## config.mk

```make
export PLATFORM = sky130hd
export DESIGN_NAME = fetch_seq_ctrl
export DESIGN_NICKNAME = d
export VERILOG_FILES = /design/src/rtl/fetch_seq_ctrl.sv
export SDC_FILE = /design/constraint.sdc
export NUM_CORES = 1
export LEC_CHECK = 0
export ABC_AREA = 1
export ABC_CLOCK_PERIOD_IN_PS = 1500
export BUFFER_PORTS_ARGS = -buffer_cell sky130_fd_sc_hd__buf_2
export CAP_MARGIN = 20
export CORE_MARGIN = 2
export CORE_UTILIZATION = 47
export DETAILED_ROUTE_END_ITERATION = 6
export HOLD_SLACK_MARGIN = 0.15
export PLACE_DENSITY_LB_ADDON = 0.25
export SYNTH_ARGS = -nofsm -noshare
export SYNTH_HDL_FRONTEND = slang
export SYNTH_SLANG_ARGS = --single-unit
```

## constraint.sdc

```tcl
create_clock -name CLK -period 1.5 [get_ports CLK]
set_input_delay 0.15 -clock CLK [delete_from_list [all_inputs] [get_ports CLK]]
set_output_delay 0.15 -clock CLK [all_outputs]
set_load 0.03 [all_outputs]
```

## src/rtl/fetch_seq_ctrl.sv

```systemverilog
// Fetch-stage sequencer: drives PC / IF-ID enables around a req/ack instruction memory.
// Optional stall-cycle performance counter enabled by defining FETCH_PERF_CNT_EN.
module fetch_seq_ctrl #(
  parameter int TIMEOUT = 16,
  parameter int CNT_W   = 16
) (
  input  logic             CLK,
  input  logic             RST,
  input  logic             Hazard_Stall,
  input  logic             PC_Src,
  input  logic             Mem_Ack,
  output logic             Mem_Req,
  output logic             PC_EN,
  output logic             RegF_EN,
  output logic             RegF_CLR,
  output logic             Busy,
  output logic             Timeout_Err,
  output logic [CNT_W-1:0] Stall_Cnt
);

  localparam int                WAIT_W    = (TIMEOUT > 2) ? $clog2(TIMEOUT) : 1;
  localparam logic [WAIT_W-1:0] WAIT_LAST = WAIT_W'(TIMEOUT - 1);

  typedef enum logic [1:0] {
    IDLE   = 2'd0,
    REQ    = 2'd1,
    SQUASH = 2'd2,
    HOLD   = 2'd3
  } state_t;

  state_t            state;
  logic [WAIT_W-1:0] wait_cnt;
  logic              abort;

  // An abandoned access (REQ without redirect, or SQUASH) gives up once the
  // wait counter has spent TIMEOUT cycles without an acknowledge.
  assign abort = (wait_cnt == WAIT_LAST) && !Mem_Ack &&
                 (((state == REQ) && !PC_Src) || (state == SQUASH));

  assign Mem_Req = (state == REQ);
  assign Busy    = (state != IDLE);

  // NOTE: every always_comb output gets a default first so no latch is inferred.
  always_comb begin
    PC_EN    = 1'b0;
    RegF_EN  = 1'b0;
    RegF_CLR = 1'b0;
    unique case (state)
      REQ: begin
        if (PC_Src) begin
          PC_EN    = 1'b1;
          RegF_EN  = 1'b1;
          RegF_CLR = 1'b1;
        end else if (Mem_Ack && !Hazard_Stall) begin
          PC_EN   = 1'b1;
          RegF_EN = 1'b1;
        end
      end
      SQUASH: begin
        if (PC_Src && !abort) begin
          PC_EN    = 1'b1;
          RegF_EN  = 1'b1;
          RegF_CLR = 1'b1;
        end
      end
      HOLD: begin
        if (PC_Src) begin
          PC_EN    = 1'b1;
          RegF_EN  = 1'b1;
          RegF_CLR = 1'b1;
        end else if (!Hazard_Stall) begin
          PC_EN   = 1'b1;
          RegF_EN = 1'b1;
        end
      end
      default: ;
    endcase
  end

  // NOTE: sequential state uses non-blocking assignments so every flop samples pre-edge values.
  always_ff @(posedge CLK or negedge RST) begin
    if (!RST) begin
      state       <= IDLE;
      wait_cnt    <= '0;
      Timeout_Err <= 1'b0;
    end else begin
      unique case (state)
        IDLE: begin
          wait_cnt <= '0;
          if (!Hazard_Stall) state <= REQ;
        end
        REQ: begin
          if (PC_Src) begin
            // With the ack in the same cycle the fetched word is cleared and
            // the redirected PC is requested immediately.
            wait_cnt <= '0;
            if (!Mem_Ack) state <= SQUASH;
          end else if (Mem_Ack) begin
            wait_cnt <= '0;
            if (Hazard_Stall) state <= HOLD;
          end else if (abort) begin
            wait_cnt    <= '0;
            Timeout_Err <= 1'b1;
            state       <= IDLE;
          end else begin
            wait_cnt <= wait_cnt + 1'b1;
          end
        end
        SQUASH: begin
          if (Mem_Ack) begin
            wait_cnt <= '0;
            state    <= REQ;
          end else if (abort) begin
            wait_cnt    <= '0;
            Timeout_Err <= 1'b1;
            state       <= IDLE;
          end else begin
            wait_cnt <= wait_cnt + 1'b1;
          end
        end
        HOLD: begin
          wait_cnt <= '0;
          if (PC_Src || !Hazard_Stall) state <= REQ;
        end
        default: state <= IDLE;
      endcase
    end
  end

`ifdef FETCH_PERF_CNT_EN
  // Counts fetch-active cycles that did not advance the PC; saturates.
  always_ff @(posedge CLK or negedge RST) begin
    if (!RST) begin
      Stall_Cnt <= '0;
    end else if ((state != IDLE) && !PC_EN && !(&Stall_Cnt)) begin
      Stall_Cnt <= Stall_Cnt + 1'b1;
    end
  end
`else
  assign Stall_Cnt = '0;
`endif

endmodule

```

==> summary.md <==
| Metric | Value |
|---|---|
| DR iter-0 viols | `8` |
| R2r setup slk | `0 ps` |
| Pleak | `0.475 nW` |
| Worst-path clk slew | `60 ps` |
| Area growth, synth to finish | `30.1%` |
| Total number of vias | `616` |
| Net Sw Frac | `48.4%` |
| Rows | `13` |
| Chip Height | `42.6 µm` |
| Vias in the first global route | `533` |
| Sw power | `788 µW` |
| Failing checks | `negative setup slack` |
| Post-Route WL | `1440 µm` |
| H-tree levels | `1` |
| Initial antenna violation count | `0` |
| Hold Crit Class | `input port to async pin` |
| Reg power frac | `16.9%` |
| Post-synth top area share | `25.0%` |
| Critical-path cell list | `ha_1, nand2_1, o211ai_1, nor2_2, nor2_4, buf_6` |
| Synth Register Bits | `7` |
| P per Cell Area | `1790 nW/µm²` |
| Cell taking the most area after synthesis | `dfrtp_1` |
| Max-slew violation count | `0` |
| Clock Path Buffers | `2` |
| Logic pwr share | `72.4%` |
| Synthesized cell area | `699 µm²` |
| Slowest-stage cell, CP | `dfrtp_2` |
| Critical Path AT | `1440 ps` |
| Pin count of the biggest net entering global routing | `8` |
| I/O Buffers | `10` |
| Largest cells by area after synthesis | `dfrtp_1 25%, buf_4 18%, ha_1 13%, nand2_1 10%, nor2_1 4.3%` |
| Non-Filler Instances | `132` |
| Peak Freq | `627 MHz` |
| Layout Nets | `130` |
| Final period util | `106%` |
| Crit-path max FO | `5` |
| Status | `complete, but fails checks` |
| DR WL/cell | `10.9 µm` |
| Final min period | `1590 ps` |
| Worst setup path category | `flop to output port` |
| Register area share after synthesis | `25.0%` |
| DRT antenna net count | `0` |
| CTS tree | `done` |
| Global Route Usage Sum | `15.2%` |
| RSZ-0062 raised after global routing | `true` |
| Core Region | `1350 µm²` |
| DRC viols | `0` |
| CTS buffer count | `3` |
| Worst vdd ir | `0.00103 V` |
| Die Wd | `42.6 µm` |
| Clock root buffer master | `clkbuf_4` |
| Initial Utilization | `51.8%` |
| Skew-Pair Late Insertion Delay | `250 ps` |
| Cell Area, Placed | `727 µm²` |
| Number of diodes | `0` |
| Most frequent cells in the layout | `16 x nand2_1, 16 x conb_1, 14 x buf_4, 7 x nand2_2` |
| Setup TNS | `-269 ps` |
| Clock Sinks | `7` |
| DP HPWL | `1040 µm` |
| Max Cap Violations | `0` |
| Die ar. | `1810 µm²` |
| Post-Place Cells | `116` |
| CP max stage delay | `450 ps` |
| WP data required | `1350 ps` |
| Synthesized area per cell | `7.60 µm²` |
| Crit path launch type | `flop` |
| GPL Wtd Cong | `0.825` |
| Layout cell share with drive strength beyond 1 | `45.3%` |
| Final setup fails | `3` |
| Fin area | `910 µm²` |
| Final hold vios | `0` |
| Cells after synthesis | `92` |
| Cell internal pwr | `839 µW` |
| First-pass GRT wire length | `2070 µm` |
| Final worst setup slack | `-94.5 ps` |
| DR vias/cell | `4.67` |
| Crit path capture type | `output port` |
| YS warnings | `0` |
| Core Util, Final | `67.4%` |
| Design Power | `1.63 mW` |
| Clock Power Share | `10.7%` |
| Top-Level Pins | `27` |
| Unique masters post-synth | `21` |
| Pre-Repair DR Iteration Count | `4` |
| GR Overflow Total | `0` |
| Clk_skew | `8.89 ps` |
registers in the layout, summed over array words and instances, names as in the netlist:
name,count
Timeout_Err,1
state,2
wait_cnt,4
synth_stat cells:
master	n
a21oi_1	3
a21oi_2	1
buf_4	17
conb_1	1
dfrtp_1	7
ha_1	7
inv_1	7
inv_2	2
nand2_1	19
nand2_2	4
nand2_4	1
nand3_1	4
nand3_2	2
nor2_1	8
nor2_2	2
nor2_4	1
nor3b_2	1
o211ai_1	1
o21ai_0	2
o21bai_1	1
xor2_1	1
cells by family after synthesis:
family | after synthesis | share of synthesized area (%)
fa+ha+maj | 7 | 12.5
buf+inv | 26 | 23.1
xor+xnor | 1 | 1.25
other cells | 1 | 0.536
flops | 7 | 25.0
compound gates | 8 | 6.98
simple gates | 42 | 30.6
layer usage:
| metal | GRT usage (%) | vias up | share of wire (%) |
|---|---|---|---|
| met4 | 3.75 | 0 | 0 |
| met5 | 0 | - | 0 |
| met3 | 6.47 | 0 | 4.8 |
| met2 | 26.2 | 22 | 53 |
| li1 | - | 305 | - |
| met1 | 17.3 | 289 | 42 |
area by class of cell:
| class | instances | area [µm²] |
|---|---|---|
| Tap cell | 15 | 18.8 |
| Timing Repair Buffer | 23 | 168 |
| Sequential cell | 7 | 178 |
| Clock buffer | 4 | 26.3 |
| Multi-Input combinational cell | 74 | 485 |
| Inverter | 9 | 33.8 |
| Fill cell | 110 | 440 |
worst paths after layout:
kind	startpoint	end	depth (start not counted)
min in group CLK	Mem_Ack	wait_cnt[3]	4
worst max register to register	state[1]	wait_cnt[2]	7
worst min-delay path	RST	wait_cnt[0]	2
max in group asynchronous	RST	state[1]	2
worst max-delay path	state[0]	RegF_EN	6
worst min register to register	Timeout_Err	Timeout_Err	1
worst max-delay path: cells and delay by family (launching register included):
family	cells	cell delay [ps]
AND/OR/NAND/NOR	3	280
AO/OA/AOI/OAI	1	90
buffers and inverters	1	130
adder cells (fa/ha/maj)	1	250
flip-flops	1	450
power groups by stage:
stage               sequential [mW]  combinational, mW  clock [mW]
finish                        0.275               1.18       0.173
global route                  0.281               1.26       0.192
CTS                           0.276               1.02       0.177
detailed placement            0.278              0.862           0
global placement              0.275              0.857           0
floorplan                     0.273              0.745           0
metrics by stage:
| stage | hold WS [ps] | worst slack (ps) |
|---|---|---|
| after detailed placement | -6.08 | -2.51 |
| after CTS | 255 | -109 |
| after global routing | 268 | -177 |
| final | 252 | -94.5 |
| after floorplan | -146 | -59.1 |
| after global placement | -8.87 | 9.08 |
timing repair:
| action | in CTS | in global routing |
|---|---|---|
| setup endpoints to repair | 3 | 8 |
| gates cloned | 0 | 0 |
| buffers inserted | 7 | 4 |
| hold buffers | 1 | 0 |
| endpoints found under the hold margin | 7 | 0 |
| pin swaps | 7 | 5 |
| resized for setup | 13 | 6 |
(Power assumes the default switching activity.)
